[config.mk]
export PLATFORM = sky130hd
export DESIGN_NAME = encoder_decoder_unit
export DESIGN_NICKNAME = d
export VERILOG_FILES = /design/src/rtl/encoder_decoder_unit.sv
export SDC_FILE = /design/constraint.sdc
export NUM_CORES = 1
export LEC_CHECK = 0
export ABC_AREA = 0
export BUFFER_PORTS_ARGS = -buffer_cell sky130_fd_sc_hd__buf_2
export CORE_AREA = 3 3 40 42
export CTS_CLUSTER_DIAMETER = 100
export DETAILED_ROUTE_END_ITERATION = 10
export DIE_AREA = 0 0 43 45
export PLACE_DENSITY = 0.68
export SLEW_MARGIN = 15
export SYNTH_ARGS = -nofsm -noshare
export SYNTH_HDL_FRONTEND = slang
export SYNTH_SLANG_ARGS = --single-unit
[constraint.sdc]
create_clock -name clk -period 0.8 [get_ports clk]
set_clock_uncertainty 0.2 [all_clocks]
set_input_delay 0.04 -clock clk [delete_from_list [all_inputs] [get_ports clk]]
set_output_delay 0.04 -clock clk [all_outputs]
set_load 0.02 [all_outputs]
[src/rtl/encoder_decoder_unit.sv]
// encoder_decoder_unit
//
// Registered coding stage with three independent functions sharing one clock:
//   - one-hot to binary encoder (with error flag for non-one-hot inputs)
//   - priority encoder (highest-numbered set bit wins)
//   - binary to one-hot decoder (with enable)
// Each function samples its inputs every cycle; results appear one clock later.
//
// Ports:
//   clk          rising-edge clock for all output registers
//   rst_n        asynchronous active-low reset; clears every output
//   enc_in       [N-1:0]     one-hot vector to encode
//   enc_out      [SEL_W-1:0] index of the set bit of enc_in (0 on error)
//   enc_err      enc_in was not exactly one-hot
//   p_enc_in     [N-1:0]     request vector for the priority encoder
//   p_enc_out    [SEL_W-1:0] index of the most-significant set bit (0 if none)
//   p_enc_valid  at least one bit of p_enc_in was set
//   dec_in       [SEL_W-1:0] binary index to decode
//   dec_en       decoder enable
//   dec_out      [N-1:0]     one-hot decode of dec_in, or zero when disabled
module encoder_decoder_unit #(
  parameter int unsigned SEL_W = 2,
  localparam int unsigned N    = 1 << SEL_W
) (
  input  logic             clk,
  input  logic             rst_n,
  input  logic [N-1:0]     enc_in,
  output logic [SEL_W-1:0] enc_out,
  output logic             enc_err,
  input  logic [N-1:0]     p_enc_in,
  output logic [SEL_W-1:0] p_enc_out,
  output logic             p_enc_valid,
  input  logic [SEL_W-1:0] dec_in,
  input  logic             dec_en,
  output logic [N-1:0]     dec_out
);

  logic [SEL_W-1:0] enc_out_d;
  logic             enc_err_d;
  logic [SEL_W-1:0] p_enc_out_d;
  logic             p_enc_valid_d;
  logic [N-1:0]     dec_out_d;

  logic [SEL_W-1:0] enc_idx;
  int unsigned      enc_cnt;

  // Plain encoder: count set bits while remembering the index of the last one.
  always_comb begin
    enc_idx = '0;
    enc_cnt = 0;
    for (int i = 0; i < int'(N); i++) begin
      if (enc_in[i]) begin
        enc_cnt = enc_cnt + 1;
        enc_idx = SEL_W'(i);
      end
    end
    if (enc_cnt == 1) begin
      enc_out_d = enc_idx;
      enc_err_d = 1'b0;
    end else begin
      enc_out_d = '0;
      enc_err_d = 1'b1;
    end
  end

  // Priority encoder: ascending scan, so the highest set bit is the last write.
  always_comb begin
    p_enc_out_d   = '0;
    p_enc_valid_d = 1'b0;
    for (int i = 0; i < int'(N); i++) begin
      if (p_enc_in[i]) begin
        p_enc_out_d   = SEL_W'(i);
        p_enc_valid_d = 1'b1;
      end
    end
  end

  // Decoder.
  always_comb begin
    dec_out_d = '0;
    if (dec_en) begin
      dec_out_d = N'(1) << dec_in;
    end
  end

  always_ff @(posedge clk or negedge rst_n) begin
    if (!rst_n) begin
      enc_out     <= '0;
      enc_err     <= 1'b0;
      p_enc_out   <= '0;
      p_enc_valid <= 1'b0;
      dec_out     <= '0;
    end else begin
      enc_out     <= enc_out_d;
      enc_err     <= enc_err_d;
      p_enc_out   <= p_enc_out_d;
      p_enc_valid <= p_enc_valid_d;
      dec_out     <= dec_out_d;
    end
  end

endmodule

==> impl_metrics.yaml <==
critical_path:
  path_buf_inv: 2
  worstSetupStartpointType: "input pin"
  path_class: "input pin to flip-flop"
  crit_fanout: 3
  worstPathRequired_ns: 0.72
  endpoint_kind: "flip-flop"
  critPathMaxStageDelay_ns: 0.32
  path_cells: "buf_12, inv_12, ha_4, xor2_2, ha_2, o21a_1, or3_1"
  arrival_ns: 1.39
  crit_family: "adder cells"
  slowest_stage: "or3_1"
timing:
  layout_min_cycle_time_ns: 1.47
  rsz0062_at_grt: "yes"
  fin_crit_sh_pct: 184
  max_freq_mhz: 680
  finalMaxSlewViolations: 0
  setup_violations: 13
  finalHoldViolCount: 17
  tightestPinTransition_ns: 0.367
  slew_headroom_pct: 75.5
  holdWs_ns: -0.225
  fin_setup_tns_ns: -3.70
  setup_ws_ns: -0.671
cts:
  cts.sinks: 10
  cts_tree: "done"
  htree_levels: 1
  cts.reportedPaths.clkPinSlew_ns: 0.06
  cts_made_buffers: 3
  cts_root_buf: "clkbuf_4"
  cts_buffer_depth: 2
  ctsHoldBuffers: 1
routing:
  first_pass_iters: 4
  drt-wirelength-per-cell_um: 12.7
  drt_iter0_markers: 4
  viasPerCell: 4.89
  antenna_left: 0
  wirelength_um: 1270
  drc: 0
  vias: 489
yosys:
  synth.most_common_cell: "dfrtp_1"
  synth_cells: 46
  netlist_top_cells_count: "10 x dfrtp_1, 5 x inv_1, 3 x ha_1"
  postSynthAreaPerCell_um2: 11.3
  synth_area_leader_cell: "dfrtp_1"
  synth.net_count: 62
  ys_seq_area_share_pct: 48.2
  yosysWarnings: 0
  ys.flop_type: "dfrtp_1"
  synthTopCellsByArea: "dfrtp_1 48%, ha_1 7.2%, and4_2 3.9%, inv_1 3.6%, and3b_1 3.4%"
  synth_area_um2: 519
  synth_seq_cells: 10
  async_flop_share_pct: 100
  synth_edf_count: 0
  synth.distinct_cells: 24
  synth_top_area_share_pct: 48.2
place:
  finalWeightedCongestion: 0.780
  port_buffers: 22
  placed_cells: 94
  hpwlAfterDp_um: 939
status:
  violations: "hold timing, setup timing"
  status: "finished with violations"
global_routing:
  grt_usage_pct: 13.8
  grt_pass1_wl_um: 1920
  grt_max_degree: 11
  antenna_found_initial: 0
  grt_overflow: 0
  grt_pass1_vias: 480
power_and_ir_drop:
  p_per_area_nw_per_um2: 1450
  total_power_w: 0.00133
  leakagePower_nw: 0.451
  ir_drop_mv: 0.682
run:
  drv_cap: 0
floorplanning:
  initial_utilization_pct: 40.4
  dieArea_um2: 1940
  die_w_um: 43
  io_pins: 23
  die_h_um: 45
  rows: 13
  core-area_um2: 1280
layout:
  final_cell_count_no_fill: 100
  syn_to_final_growth_pct: 76.4
  drive_gt1_share_pct: 62.4
  num_antenna_cells: 0
  final_nets: 103
hold_path:
  hp-class: "input pin to flip-flop"
flip-flops by register name, summed over array words and instances, names as in the netlist:
| signal | count |
|---|---|
| p_enc_out | 2 |
| enc_err | 1 |
| enc_out | 2 |
| p_enc_valid | 1 |
| dec_out | 4 |
power by group:
part	internal (W)	switching (W)	total (W)	leakage (nW)
combinational	0.000251	0.000208	0.000459	0.316
sequential	0.000541	0.0000166	0.000557	0.121
clock	0.000172	0.000138	0.000309	0.0138
total	0.000963	0.000362	0.00133	0.451
cells in the final DEF, fill, tap and decap left out, types with 2 or more instances in the layout:
| cell type | instances |
|---|---|
| buf_4 | 13 |
| and4_2 | 2 |
| buf_6 | 12 |
| inv_1 | 3 |
| a211oi_2 | 2 |
| buf_2 | 10 |
| and3b_1 | 2 |
| a21oi_1 | 2 |
| dfrtp_1 | 10 |
| clkbuf_4 | 3 |
path summary, 6_finish.rpt:
kind / cells after the start / endpoint / slack (ns) / startpoint
max in group asynchronous: 2 / enc_err / 0.25 / rst_n
min in group asynchronous: 2 / dec_out[1] / -0.03 / rst_n
max: 7 / enc_err / -0.67 / enc_in[1]
min: 2 / dec_out[1] / -0.23 / dec_in[1]
what timing repair did:
action	in CTS	in global routing
gates cloned	0	0
endpoints found under the setup margin	14	14
hold endpoints to repair	17	7
gates resized for setup	29	3
pin swaps	4	3
setup buffers	1	1
layout make-up:
| class | count | area [um2] |
|---|---|---|
| Clock buffer | 3 | 22.5 |
| Fill cell | 102 | 369 |
| Inverter | 5 | 33.8 |
| Multi-Input combinational cell | 30 | 278 |
| Sequential cell | 10 | 250 |
| Tap cell | 15 | 18.8 |
| Timing Repair Buffer | 37 | 313 |
kinds of logic (layout without fill, tap and decap cells):
| logic type | after synthesis | after routing | share of synthesized area, % |
|---|---|---|---|
| flops | 10 | 10 | 48.2 |
| compound gates | 10 | 10 | 14.0 |
| buf+inv | 6 | 45 | 5.78 |
| xor+xnor | 2 | 2 | 4.82 |
| simple gates | 14 | 14 | 18.1 |
| mux | 1 | 1 | 1.93 |
| fa+ha+maj | 3 | 3 | 7.23 |
routing by layer:
metal	track usage (%)	share of wire, %
met5	0	0
met2	25.7	56
met4	10.8	1.5
met1	14.1	36
met3	1.20	7.0
metrics by stage:
| stage | utilization [%] | hold slack [ns] | worst slack (ns) | area (um2) |
|---|---|---|---|---|
| 6_report | 71.3 | -0.225 | -0.671 | 916 |
| 3_5_place_dp | 59.1 | -0.297 | -1.03 | 759 |
| 5_1_grt | 71.3 | -0.225 | -0.711 | 916 |
| 4_1_cts | 69.8 | -0.233 | -0.659 | 897 |
| 2_1_floorplan | - | -0.456 | -0.828 | 552 |
| 3_3_place_gp | 59.1 | -0.299 | -0.959 | 759 |
No activity file was read; power rests on OpenSTA's default activity.
